<file path="src/rtl/mlp_tile_scheduler_pkg.sv">
// ============================================================================
//  Module      : mlp_sched_pkg
//  Description : Shared types for the MLP tile scheduler (state encoding,
//                tile descriptor) and default geometry constants.
//  Revision    : 1.0 - initial release
// ============================================================================
`default_nettype none

package mlp_sched_pkg;

    localparam int c_NUM_LAYERS       = 2;
    localparam int c_MAX_WEIGHTS_SIZE = 32;
    localparam int c_MAX_COL_ROW_BITS = 6;
    localparam int c_LAYER_BITS       = 2;
    localparam int c_MEM_ADDR_WIDTH   = 3;

    typedef enum logic [6:0] {
        S_IDLE    = 7'b000_0001,
        S_SIZE    = 7'b000_0010,
        S_FETCH   = 7'b000_0100,
        S_ISSUE   = 7'b000_1000,
        S_ADVANCE = 7'b001_0000,
        S_FINISH  = 7'b010_0000,
        S_ERR     = 7'b100_0000
    } sched_state_t;

    typedef struct packed {
        logic [c_LAYER_BITS-1:0]       layer;
        logic [c_MAX_COL_ROW_BITS-1:0] row_base;
        logic [c_MAX_COL_ROW_BITS-1:0] rows;
        logic [c_MAX_COL_ROW_BITS-1:0] cols;
    } tile_desc_t;

endpackage

`default_nettype wire

</file>
<file path="src/rtl/mlp_tile_scheduler_if.sv">
// ============================================================================
//  Module      : mlp_tile_scheduler_if
//  Description : Control, BRAM-read and tile-descriptor bundle between the
//                scheduler (master) and the BRAM/datapath side (slave).
//  Revision    : 1.0 - initial release
// ============================================================================
`default_nettype none

interface mlp_tile_scheduler_if
    import mlp_sched_pkg::*;
#(
    parameter int NUM_LAYERS       = c_NUM_LAYERS,
    parameter int MAX_COL_ROW_BITS = c_MAX_COL_ROW_BITS,
    parameter int LAYER_BITS       = c_LAYER_BITS,
    parameter int MEM_ADDR_WIDTH   = c_MEM_ADDR_WIDTH
) ();

    logic                                          start;
    logic [NUM_LAYERS-1:0][MAX_COL_ROW_BITS-1:0]   rows_cfg;
    logic [NUM_LAYERS-1:0][MAX_COL_ROW_BITS-1:0]   cols_cfg;
    logic                                          bram_rd_en;
    logic [MEM_ADDR_WIDTH-1:0]                     bram_rd_addr;
    logic                                          bram_data_ready;
    logic                                          tile_valid;
    logic [LAYER_BITS-1:0]                         tile_layer;
    logic [MAX_COL_ROW_BITS-1:0]                   tile_row_base;
    logic [MAX_COL_ROW_BITS-1:0]                   tile_rows;
    logic [MAX_COL_ROW_BITS-1:0]                   tile_cols;
    logic                                          layer_done;
    logic                                          busy;
    logic                                          done;
    logic                                          cfg_err;

    modport master (
        input  start, rows_cfg, cols_cfg, bram_data_ready,
        output bram_rd_en, bram_rd_addr, tile_valid, tile_layer, tile_row_base,
               tile_rows, tile_cols, layer_done, busy, done, cfg_err
    );

    modport slave (
        output start, rows_cfg, cols_cfg, bram_data_ready,
        input  bram_rd_en, bram_rd_addr, tile_valid, tile_layer, tile_row_base,
               tile_rows, tile_cols, layer_done, busy, done, cfg_err
    );

endinterface

`default_nettype wire

</file>
<file path="src/rtl/mlp_tile_divider.sv">
// ============================================================================
//  Module      : mlp_tile_divider
//  Description : Iterative DIVIDEND / divisor by repeated subtraction, one
//                subtract per cycle; done is high in the exit cycle.
//  Revision    : 1.0 - initial release
// ============================================================================
`default_nettype none

module mlp_tile_divider #(
    parameter int DIVIDEND = 32,
    parameter int WIDTH    = 7
) (
    input  logic             clk,
    input  logic             rst_n,
    input  logic             start,
    input  logic             abort,
    input  logic [WIDTH-1:0] divisor,
    output logic             done,
    output logic [WIDTH-1:0] quotient
);

    localparam logic [WIDTH-1:0] c_DIVIDEND = WIDTH'(DIVIDEND);

    logic [WIDTH-1:0] r_rem;
    logic [WIDTH-1:0] r_quot;
    logic             r_active;
    logic             w_ge;

    assign w_ge     = (r_rem >= divisor);
    assign done     = r_active && !w_ge;
    assign quotient = r_quot;

    // A zero divisor never terminates on its own; the caller aborts it.
    always_ff @(posedge clk or negedge rst_n) begin
        if (!rst_n) begin
            r_rem    <= '0;
            r_quot   <= '0;
            r_active <= 1'b0;
        end else if (start) begin
            r_rem    <= c_DIVIDEND;
            r_quot   <= '0;
            r_active <= 1'b1;
        end else if (abort) begin
            r_active <= 1'b0;
        end else if (r_active) begin
            if (w_ge) begin
                r_rem  <= r_rem - divisor;
                r_quot <= r_quot + 1'b1;
            end else begin
                r_active <= 1'b0;
            end
        end
    end

endmodule

`default_nettype wire

</file>
<file path="src/rtl/mlp_tile_scheduler.sv">
// ============================================================================
//  Module      : mlp_tile_scheduler
//  Description : Sequences weight-BRAM reads and row-tile descriptors across
//                all MLP layers. Optional BRAM watchdog: MLP_SCHED_TIMEOUT_EN.
//  Revision    : 1.0 - initial release
// ============================================================================
`default_nettype none

module mlp_tile_scheduler
    import mlp_sched_pkg::*;
#(
    parameter int NUM_LAYERS       = c_NUM_LAYERS,
    parameter int MAX_WEIGHTS_SIZE = c_MAX_WEIGHTS_SIZE,
    parameter int MAX_COL_ROW_BITS = c_MAX_COL_ROW_BITS,
    parameter int LAYER_BITS       = c_LAYER_BITS,
    parameter int MEM_ADDR_WIDTH   = c_MEM_ADDR_WIDTH
`ifdef MLP_SCHED_TIMEOUT_EN
    , parameter int TIMEOUT_CYCLES = 64
`endif
) (
    input  logic                 clk,
    input  logic                 rst_n,
    mlp_tile_scheduler_if.master bus
);

    localparam int c_DW = $clog2(MAX_WEIGHTS_SIZE + 1);
    localparam int c_QW = ((c_DW > MAX_COL_ROW_BITS) ? c_DW : MAX_COL_ROW_BITS) + 1;
    localparam logic [c_QW-1:0]       c_MAX_W      = c_QW'(MAX_WEIGHTS_SIZE);
    localparam logic [LAYER_BITS-1:0] c_LAST_LAYER = LAYER_BITS'(NUM_LAYERS - 1);

    sched_state_t                r_state, w_next;
    logic [LAYER_BITS-1:0]       r_layer;
    logic [MEM_ADDR_WIDTH-1:0]   r_addr;
    logic [MAX_COL_ROW_BITS-1:0] r_row_base, r_rows, r_cols;
    logic [c_QW-1:0]             r_rpt;
    logic                        r_rd_sent;

    logic [MAX_COL_ROW_BITS-1:0] w_cfg_rows, w_cfg_cols, w_left, w_tile_rows;
    logic [MAX_COL_ROW_BITS:0]   w_row_end;
    logic                        w_cfg_bad, w_layer_last, w_div_start, w_div_done, w_timeout;
    logic [c_QW-1:0]             w_quot;
    tile_desc_t                  w_tile;

    always_comb begin
        w_cfg_rows = '0;
        w_cfg_cols = '0;
        for (int i = 0; i < NUM_LAYERS; i++) begin
            if (r_layer == LAYER_BITS'(i)) begin
                w_cfg_rows = bus.rows_cfg[i];
                w_cfg_cols = bus.cols_cfg[i];
            end
        end
    end

    assign w_cfg_bad = (w_cfg_cols == '0) || (w_cfg_rows == '0) ||
                       (c_QW'(w_cfg_cols) > c_MAX_W);

    // Last tile of a layer is clipped to the rows that remain.
    assign w_left       = r_rows - r_row_base;
    assign w_tile_rows  = (c_QW'(w_left) < r_rpt) ? w_left : r_rpt[MAX_COL_ROW_BITS-1:0];
    assign w_row_end    = {1'b0, r_row_base} + {1'b0, w_tile_rows};
    assign w_layer_last = (w_row_end == {1'b0, r_rows});

    mlp_tile_divider #(
        .DIVIDEND (MAX_WEIGHTS_SIZE),
        .WIDTH    (c_QW)
    ) u_divider (
        .clk      (clk),
        .rst_n    (rst_n),
        .start    (w_div_start),
        .abort    (r_state == S_ERR),
        .divisor  (c_QW'(w_cfg_cols)),
        .done     (w_div_done),
        .quotient (w_quot)
    );

`ifdef MLP_SCHED_TIMEOUT_EN
    localparam int c_TW = $clog2(TIMEOUT_CYCLES + 1);
    localparam logic [c_TW-1:0] c_TO_LAST = c_TW'(TIMEOUT_CYCLES - 1);
    logic [c_TW-1:0] r_to_cnt;

    always_ff @(posedge clk or negedge rst_n) begin
        if (!rst_n)                  r_to_cnt <= '0;
        else if (r_state == S_FETCH) r_to_cnt <= r_to_cnt + 1'b1;
        else                         r_to_cnt <= '0;
    end

    assign w_timeout = (r_state == S_FETCH) && (r_to_cnt == c_TO_LAST);
`else
    assign w_timeout = 1'b0;
`endif

    always_ff @(posedge clk or negedge rst_n) begin
        if (!rst_n) r_state <= S_IDLE;
        else        r_state <= w_next;
    end

    always_comb begin
        w_next      = r_state;
        w_div_start = 1'b0;
        case (r_state)
            S_IDLE: begin
                if (bus.start) begin
                    w_next      = S_SIZE;
                    w_div_start = 1'b1;
                end
            end
            S_SIZE: begin
                if (w_cfg_bad)       w_next = S_ERR;
                else if (w_div_done) w_next = S_FETCH;
            end
            S_FETCH: begin
                if (bus.bram_data_ready) w_next = S_ISSUE;
                else if (w_timeout)      w_next = S_ERR;
            end
            S_ISSUE:   w_next = S_ADVANCE;
            S_ADVANCE: begin
                if (!w_layer_last) begin
                    w_next = S_FETCH;
                end else if (r_layer < c_LAST_LAYER) begin
                    w_next      = S_SIZE;
                    w_div_start = 1'b1;
                end else begin
                    w_next = S_FINISH;
                end
            end
            S_FINISH: w_next = S_IDLE;
            S_ERR:    w_next = S_IDLE;
            default:  w_next = S_IDLE;
        endcase
    end

    // Layer geometry is latched when sizing completes so tile fields stay put.
    always_ff @(posedge clk or negedge rst_n) begin
        if (!rst_n) begin
            r_layer    <= '0;
            r_addr     <= '0;
            r_row_base <= '0;
            r_rows     <= '0;
            r_cols     <= '0;
            r_rpt      <= '0;
            r_rd_sent  <= 1'b0;
        end else begin
            r_rd_sent <= (r_state == S_FETCH);
            case (r_state)
                S_IDLE: begin
                    if (bus.start) begin
                        r_layer <= '0;
                        r_addr  <= '0;
                    end
                end
                S_SIZE: begin
                    if (!w_cfg_bad && w_div_done) begin
                        r_rpt      <= w_quot;
                        r_rows     <= w_cfg_rows;
                        r_cols     <= w_cfg_cols;
                        r_row_base <= '0;
                    end
                end
                S_ADVANCE: begin
                    r_addr <= r_addr + 1'b1;
                    if (!w_layer_last)                r_row_base <= r_row_base + w_tile_rows;
                    else if (r_layer < c_LAST_LAYER)  r_layer    <= r_layer + 1'b1;
                end
                default: ;
            endcase
        end
    end

    always_comb begin
        w_tile          = '0;
        w_tile.layer    = r_layer;
        w_tile.row_base = r_row_base;
        w_tile.rows     = w_tile_rows;
        w_tile.cols     = r_cols;
    end

    assign bus.bram_rd_en    = (r_state == S_FETCH) && !r_rd_sent;
    assign bus.bram_rd_addr  = r_addr;
    assign bus.tile_valid    = (r_state == S_ISSUE);
    assign bus.tile_layer    = w_tile.layer;
    assign bus.tile_row_base = w_tile.row_base;
    assign bus.tile_rows     = w_tile.rows;
    assign bus.tile_cols     = w_tile.cols;
    assign bus.layer_done    = (r_state == S_ISSUE) && w_layer_last;
    assign bus.busy          = !((r_state == S_IDLE) || (r_state == S_FINISH) || (r_state == S_ERR));
    assign bus.done          = (r_state == S_FINISH);
    assign bus.cfg_err       = (r_state == S_ERR);

endmodule

`default_nettype wire

</file>
<file path="src/flat_wrapper.sv">
// flat-port wrapper written by rule: the top's interface ports become plain ports
module mlp_tile_scheduler_flat import mlp_sched_pkg::*;
#(
    parameter int NUM_LAYERS       = c_NUM_LAYERS,
    parameter int MAX_WEIGHTS_SIZE = c_MAX_WEIGHTS_SIZE,
    parameter int MAX_COL_ROW_BITS = c_MAX_COL_ROW_BITS,
    parameter int LAYER_BITS       = c_LAYER_BITS,
    parameter int MEM_ADDR_WIDTH   = c_MEM_ADDR_WIDTH

)
  (clk, rst_n, bus_start, bus_rows_cfg, bus_cols_cfg, bus_bram_data_ready, bus_bram_rd_en, bus_bram_rd_addr, bus_tile_valid, bus_tile_layer, bus_tile_row_base, bus_tile_rows, bus_tile_cols, bus_layer_done, bus_busy, bus_done, bus_cfg_err);
  mlp_tile_scheduler_if #(.NUM_LAYERS(NUM_LAYERS), .MAX_COL_ROW_BITS(MAX_COL_ROW_BITS), .LAYER_BITS(LAYER_BITS), .MEM_ADDR_WIDTH(MEM_ADDR_WIDTH)) bus_i ();
  input  logic clk;
  input  logic rst_n;
  input wire logic [$bits(bus_i.start)-1:0] bus_start;
  input wire logic [$bits(bus_i.rows_cfg)-1:0] bus_rows_cfg;
  input wire logic [$bits(bus_i.cols_cfg)-1:0] bus_cols_cfg;
  input wire logic [$bits(bus_i.bram_data_ready)-1:0] bus_bram_data_ready;
  output wire logic [$bits(bus_i.bram_rd_en)-1:0] bus_bram_rd_en;
  output wire logic [$bits(bus_i.bram_rd_addr)-1:0] bus_bram_rd_addr;
  output wire logic [$bits(bus_i.tile_valid)-1:0] bus_tile_valid;
  output wire logic [$bits(bus_i.tile_layer)-1:0] bus_tile_layer;
  output wire logic [$bits(bus_i.tile_row_base)-1:0] bus_tile_row_base;
  output wire logic [$bits(bus_i.tile_rows)-1:0] bus_tile_rows;
  output wire logic [$bits(bus_i.tile_cols)-1:0] bus_tile_cols;
  output wire logic [$bits(bus_i.layer_done)-1:0] bus_layer_done;
  output wire logic [$bits(bus_i.busy)-1:0] bus_busy;
  output wire logic [$bits(bus_i.done)-1:0] bus_done;
  output wire logic [$bits(bus_i.cfg_err)-1:0] bus_cfg_err;
  assign bus_i.start = bus_start;
  assign bus_i.rows_cfg = bus_rows_cfg;
  assign bus_i.cols_cfg = bus_cols_cfg;
  assign bus_i.bram_data_ready = bus_bram_data_ready;
  assign bus_bram_rd_en = bus_i.bram_rd_en;
  assign bus_bram_rd_addr = bus_i.bram_rd_addr;
  assign bus_tile_valid = bus_i.tile_valid;
  assign bus_tile_layer = bus_i.tile_layer;
  assign bus_tile_row_base = bus_i.tile_row_base;
  assign bus_tile_rows = bus_i.tile_rows;
  assign bus_tile_cols = bus_i.tile_cols;
  assign bus_layer_done = bus_i.layer_done;
  assign bus_busy = bus_i.busy;
  assign bus_done = bus_i.done;
  assign bus_cfg_err = bus_i.cfg_err;
  mlp_tile_scheduler #(.NUM_LAYERS(NUM_LAYERS), .MAX_WEIGHTS_SIZE(MAX_WEIGHTS_SIZE), .MAX_COL_ROW_BITS(MAX_COL_ROW_BITS), .LAYER_BITS(LAYER_BITS), .MEM_ADDR_WIDTH(MEM_ADDR_WIDTH)) u_core (.clk(clk), .rst_n(rst_n), .bus(bus_i));
endmodule
</file>
<file path="config.mk">
export PLATFORM = sky130hd
export DESIGN_NAME = mlp_tile_scheduler_flat
export DESIGN_NICKNAME = d
export VERILOG_FILES = /design/src/rtl/mlp_tile_scheduler_pkg.sv /design/src/rtl/mlp_tile_scheduler_if.sv /design/src/rtl/mlp_tile_divider.sv /design/src/rtl/mlp_tile_scheduler.sv /design/src/flat_wrapper.sv
export SDC_FILE = /design/constraint.sdc
export NUM_CORES = 1
export LEC_CHECK = 0
export ABC_AREA = 1
export BUFFER_PORTS_ARGS = -buffer_cell sky130_fd_sc_hd__buf_2
export CORE_MARGIN = 2
export CORE_UTILIZATION = 50
export DETAILED_ROUTE_END_ITERATION = 6
export HOLD_SLACK_MARGIN = 0.03
export PLACE_DENSITY_LB_ADDON = 0.15
export SYNTH_ARGS = -nofsm -noshare
export SYNTH_HDL_FRONTEND = slang
export SYNTH_SLANG_ARGS = --single-unit
</file>
<file path="constraint.sdc">
create_clock -name clk -period 4.35 [get_ports clk]
set_input_delay 0.6525 -clock clk [delete_from_list [all_inputs] [get_ports clk]]
set_output_delay 0.6525 -clock clk [all_outputs]
set_load 0.05 [all_outputs]
</file>
# == Word level (Yosys, flattened, before mapping) ==
# Cells that the tools add are included.
# word_totals
word_cells,101
ff_bits,53
input_bits,28
# op_classes
reduce_logical,25
mux,37
add_sub_neg,7
eq_ne,17
n_lt_le_gt_ge,4
# ops
op,count
7-bit 2-to-1 mux,13
6-bit 2-to-1 mux,8
7-bit one-hot mux with 5 select lines,1
6-bit logical NOT,2
6-bit one-hot mux with 2 select lines,1
3-bit AND reduction,3
"2-bit by 1-bit inequality test with 1-bit output, second input constant",4
2-bit nonzero test,4
6-bit by 6-bit adder with 7-bit output,1
"7-bit by 1-bit adder with 7-bit output, second input constant",1
"7-bit by 1-bit equality test with 1-bit output, second input constant",1
"7-bit by 2-bit equality test with 1-bit output, second input constant",1
"7-bit by 3-bit equality test with 1-bit output, second input constant",1
"7-bit by 4-bit equality test with 1-bit output, second input constant",1
"7-bit by 5-bit equality test with 1-bit output, second input constant",1
7-bit by 6-bit equality test with 1-bit output,1
"7-bit by 6-bit equality test with 1-bit output, second input constant",1
"7-bit equality test, second input constant",1
7-bit by 6-bit greater-or-equal comparator with 1-bit output,1
6-bit by 7-bit < comparator with 1-bit output,1
1-bit 2-to-1 mux,7
7-bit by 6-bit subtractor with 7-bit output,1
6-bit adder,1
"6-bit > comparator, second input constant",1
other kinds (18),32

# == Logic depth before layout (Yosys ltp) ==
# logic_depth
depth_word,10
mapped_depth,34
mapped_depth_nobuf,34

# == By module ==
# A second synthesis with hierarchy kept.
# hier_totals
hier_cells,539
area_unflattened_um2,4031.4
# by_module_without_submodules
module,area_each_um2,cells_each,instances
mlp_tile_scheduler,2751.4,372,1
mlp_tile_divider,1280.0,167,1

# == Worst setup path after synthesis ==
# OpenSTA, ideal clock, no wires.
# synth_timing
path_type,reg2out
start,"register u_core.r_row_base[1], in the netlist u_core.bus.tile_row_base[1]"
end,output port bus_layer_done
path_slack_ns,-2.179
stages_incl_launch_ff,25
arrival_ns,5.877
path_cell_list,dfrtp_1 > inv_1 > ha_1 > nand3_1 > nand3_1 > nand2_1 > nand2_1 > a21oi_1 > inv_1 > or2_2 > and2_1 > ha_1 > inv_1 > nor2_1 > nand4_1 > nand2_1 > inv_1 > o21ai_0 > fa_1 > nand2_1 > nor3b_1 > nand4_1 > nor2_1 > nand2_1 > nor2_1
# synth_between
elab_chain_len,6
# synth_rtl
element,line_no,rtl
"start, declared",mlp_tile_scheduler.sv:34,"logic [MAX_COL_ROW_BITS-1:0] r_row_base, r_rows, r_cols;"
"start signal, assigned",mlp_tile_scheduler.sv:162,if (!w_layer_last) r_row_base <= r_row_base + w_tile_rows;
6-bit subtractor *,mlp_tile_scheduler.sv:59,assign w_left = r_rows - r_row_base;
6-bit by 7-bit < comparator with 1-bit output,mlp_tile_scheduler.sv:60,assign w_tile_rows = (c_QW'(w_left) < r_rpt) ? w_left : r_rpt[MAX_COL_ROW_BITS-1:0];
6-bit 2-to-1 mux *,mlp_tile_scheduler.sv:60,
via bus_tile_rows[1],flat_wrapper.sv:24,output wire logic [$bits(bus_i.tile_rows)-1:0] bus_tile_rows;
6-bit by 6-bit adder with 7-bit output *,mlp_tile_scheduler.sv:61,"assign w_row_end = {1'b0, r_row_base} + {1'b0, w_tile_rows};"
7-bit by 6-bit equality test with 1-bit output *,mlp_tile_scheduler.sv:62,"assign w_layer_last = (w_row_end == {1'b0, r_rows});"
1-bit logical AND *,mlp_tile_scheduler.sv:185,assign bus.layer_done = (r_state == S_ISSUE) && w_layer_last;
"end, declared",flat_wrapper.sv:26,output wire logic [$bits(bus_i.layer_done)-1:0] bus_layer_done;
# The timed path passes the listed nets; every way through them passes the cells marked *.

# == Worst setup path after layout ==
# layout_timing
start,register u_core.r_rows[0]
end,output port bus_layer_done
# layout_between
elab_chain_len,6
# layout_rtl
element,line_no,rtl
"start, declared",mlp_tile_scheduler.sv:34,
"start signal, assigned",mlp_tile_scheduler.sv:155,r_rows <= w_cfg_rows;
6-bit subtractor,mlp_tile_scheduler.sv:59,
6-bit by 7-bit < comparator with 1-bit output,mlp_tile_scheduler.sv:60,
6-bit 2-to-1 mux,mlp_tile_scheduler.sv:60,
6-bit by 6-bit adder with 7-bit output,mlp_tile_scheduler.sv:61,
7-bit by 6-bit equality test with 1-bit output *,mlp_tile_scheduler.sv:62,
1-bit logical AND *,mlp_tile_scheduler.sv:185,
# Every way passes the cells marked *; elsewhere a longest branch is shown, timed or not.

==> flow_metrics.env <==
export IMPL_status="complete, but fails checks"
export IMPL_violations="negative setup slack"
export IMPL_setup_viol_count_final=16
export IMPL_synth_top_area_share_pct=36.2
export IMPL_finalSetupTns_ns=-1.19
export IMPL_max_clock_freq_mhz=203
export IMPL_vias=3509
export IMPL_synth_seq_cells=53
export IMPL_reg2reg_to="u_core.u_divider.quotient[4]$_DFFE_PN0P_"
export IMPL_num_nets_final=649
export IMPL_postRouteAntennaNets=0
export IMPL_fin_hold_ws_ns=0.457
export IMPL_drive_gt1_share_pct=33.4
export IMPL_grt_max_degree=54
export IMPL_detailed_place_hpwl_mm=6.68
export IMPL_arrival_ns=4.27
export IMPL_max_stage_delay_ns=0.59
export IMPL_first_pass_iters=4
export IMPL_fin_crit_ns=4.92
export IMPL_cp_slowest_cell="fa_2"
export IMPL_htree_levels=2
export IMPL_antenna_diode_count=0
export IMPL_yosys_area_share_simple_pct=30.1
export IMPL_synth_common_cells="137 x nand2_1, 69 x inv_1, 52 x dfrtp_1, 51 x nor2_1, 31 x nand3_1"
export IMPL_avgViaCountPerCell=5.09
export IMPL_grt_pass1_vias=3219
export IMPL_dp_cells=669
export IMPL_seqCellArea_um2=1330
export IMPL_hold_violations=0
export IMPL_worst_pin_slew_ns=0.691
export IMPL_synthToLayoutAreaGrowth_pct=34.6
export IMPL_r2r_cells=24
export IMPL_cp_end_kind="output port"
export IMPL_crit_buf_inv=3
export IMPL_core_area_um2=6870
export IMPL_die_width_um=88.8
export IMPL_rows=30
export IMPL_multiInputGateArea_um2=2280
export IMPL_fillers=551
export IMPL_synth_mux_area_share_pct=0
export IMPL_yosys_warnings=0
export IMPL_cp_top_family="adder cells"
export IMPL_port_buffers=56
export IMPL_path_cells="inv_2, ha_4, inv_2, fa_2, a21oi_2, o21ai_1, xor2_1, ha_1, a21o_1, a22oi_2, nand2_4, nand2_4, o21ai_4, ha_4, fa_2, nor2_2, nor3b_2, nand4_1, nor2_2, nand2_2, nor2_4, buf_6"
export IMPL_slew_headroom_pct=53.9
export IMPL_die_area_um2=7880
export IMPL_start_kind="flip-flop"
export IMPL_ys_top_cells_by_area="dfrtp_1 36%, nand2_1 14%, ha_1 9.0%"
export IMPL_final_cells=689
export IMPL_required_ns=3.70
export IMPL_slew_viol_final=0
export IMPL_finClkSkew_ns=0.00837
export IMPL_drc=0
export IMPL_cts_buffer_depth=2
export IMPL_synth_fa_ha_area_share_pct=10.7
export IMPL_final_util_pct=70.4
export IMPL_async_reset_ff_share_pct=100
export IMPL_synth_cell_type_count=35
export IMPL_worstSetupPathType="reg -> out"
export IMPL_period_share_pct=113
export IMPL_drtIter0Drc=186
export IMPL_path_max_fanout=4
export IMPL_cts_tree="yes"
export IMPL_grt_usage_pct=23.2
export IMPL_clk_latency_ns=0.30
export IMPL_grt_pass1_wl_mm=14.4
export IMPL_yosysTopAreaCell="dfrtp_1"
export IMPL_worstReg2RegStart="u_core.r_rows[0]$_DFFE_PN0P_"
export IMPL_clk_pin_slew_worst_paths_ns=0.10
export IMPL_synth_top_family_by_area="simple AND/OR/NAND/NOR gates"
export IMPL_ios=57
export IMPL_syn_area_um2=3590
export IMPL_start_util_pct=52.3
export IMPL_synth_seq_area_share_pct=36.9
export IMPL_syn_num_nets=540
export IMPL_max_cap_viol_count=0
export IMPL_routedWlPerCell_um=13.0
export IMPL_cts_sinks=53
export IMPL_gp_congestion=0.916
export IMPL_die_h_um=88.8
export IMPL_cts_root_buf="clkbuf_8"
export IMPL_setup_slack_ns=-0.573
export IMPL_wl_mm=8.98
export IMPL_cts_buffers=5
export IMPL_r2r_slack_ns=-0.06
export IMPL_synth_edf_count=0
export IMPL_synth_main_ff_cell="dfrtp_1"
export IMPL_grt_setup_unrepaired="true"
export IMPL_antenna_found_initial=0
export IMPL_synth_compound_area_share_pct=8.95
export IMPL_postSynthAreaPerCell_um2=7.44
export IMPL_syn_inst=483
export IMPL_synth_xor_area_share_pct=4.39
export IMPL_grt_overflow_total=0
export IMPL_holdCritPathClass="in -> async"
export IMPL_yosysMostFrequentCell="nand2_1"
worst max-delay path by stage:
stage | start | to | slack, ns | cells after the start
2_1_floorplan | u_core.bus.tile_row_base[1]$_DFFE_PN0P_ | bus_layer_done | -0.46 | 24
3_3_place_gp | u_core.r_rows[0]$_DFFE_PN0P_ | bus_layer_done | -0.31 | 25
3_5_place_dp | u_core.r_rows[0]$_DFFE_PN0P_ | bus_layer_done | -0.43 | 25
4_1_cts | u_core.r_rows[0]$_DFFE_PN0P_ | bus_layer_done | -0.53 | 22
5_1_grt | u_core.r_rows[0]$_DFFE_PN0P_ | bus_layer_done | -0.80 | 22
6_report | u_core.r_rows[0]$_DFFE_PN0P_ | bus_layer_done | -0.57 | 22
worst reg2reg max path: cells and delay by family (launching register included):
family | cells | cell delay [ns]
AOI/OAI and AO/OA | 6 | 0.83
xor gates and xnor gates | 1 | 0.19
adders and majority gates | 5 | 1.51
buffers and inverters | 4 | 0.46
DFF | 1 | 0.40
and+or+nand+nor | 8 | 0.91
timing repair:
action / in CTS / in global routing
pin swaps: 23 / 27
gates cloned: 0 / 1
setup buffers: 24 / 8
hold buffers: 0 / 0
endpoints found under the setup margin: 23 / 26
gates resized for setup: 30 / 21
routing by layer:
| layer | global-route usage, % | up-vias | wire length [um] |
|---|---|---|---|
| met2 | 38.5 | 74 | 4430 |
| met3 | 2.89 | 12 | 296 |
| met4 | 6.75 | 0 | 142 |
| li1 | - | 1761 | - |
| met1 | 31.9 | 1662 | 4110 |
| met5 | 0 | - | 0 |
cell families (layout without fill, tap and decap cells):
logic type,Yosys count,in the layout
xor+xnor,18,18
compound gates,53,53
simple gates,251,251
fa+ha+maj,29,29
buf+inv,79,189
flops,53,53
placed cells by master, fill, tap and decap left out, drive strengths merged:
cell type | synthesis | final
clkinv | 2 | 2
o22a | 1 | 1
nand3b | 2 | 2
buf | 6 | 108
a22oi | 1 | 1
nand2 | 140 | 140
nor2 | 52 | 52
fa | 3 | 3
o21ai | 25 | 25
clkbuf | 1 | 8
dfstp | 1 | 1
nand3 | 31 | 31
clkinvlp | 0 | 1
a21oi | 23 | 23
nor3b | 2 | 2
nor3 | 3 | 3
ha | 26 | 26
a21o | 2 | 2
a22o | 1 | 1
inv | 70 | 70
and2 | 1 | 1
dfrtp | 52 | 52
xnor2 | 8 | 8
or2 | 2 | 2
nor4 | 4 | 4
nand4 | 14 | 14
xor2 | 10 | 10
stage by stage:
stage	setup WS (ns)	cell area, um2
after global routing	-0.804	4840
after CTS	-0.534	4710
after global placement	-0.306	4440
after detailed placement	-0.430	4440
final	-0.573	4840
after floorplan	-0.463	3770
cell type report:
cell class                 count  share of cell area [%]
clock inverter                 1                   0.155
inverter                      72                    5.92
tap                           96                    2.48
sequential                    53                    27.6
multi-input combinational    351                    47.1
timing repair buffer         109                    15.2
clock buffer                   7                    1.58
registers in the layout, summed over array words and instances, names as in the netlist:
register / cells
u_core.r_rpt: 7
u_core.r_state: 7
u_core.u_divider.quotient: 7
u_core.u_divider.r_rem: 7
u_core.bus.tile_cols: 6
u_core.bus.tile_row_base: 6
u_core.r_rows: 6
u_core.bus.bram_rd_addr: 3
u_core.bus.tile_layer: 2
u_core.r_rd_sent: 1
u_core.u_divider.r_active: 1
Power is left out: the tool's default activity adds up to more than one toggle a clock period on the data nets, which glitch-free logic cannot reach.
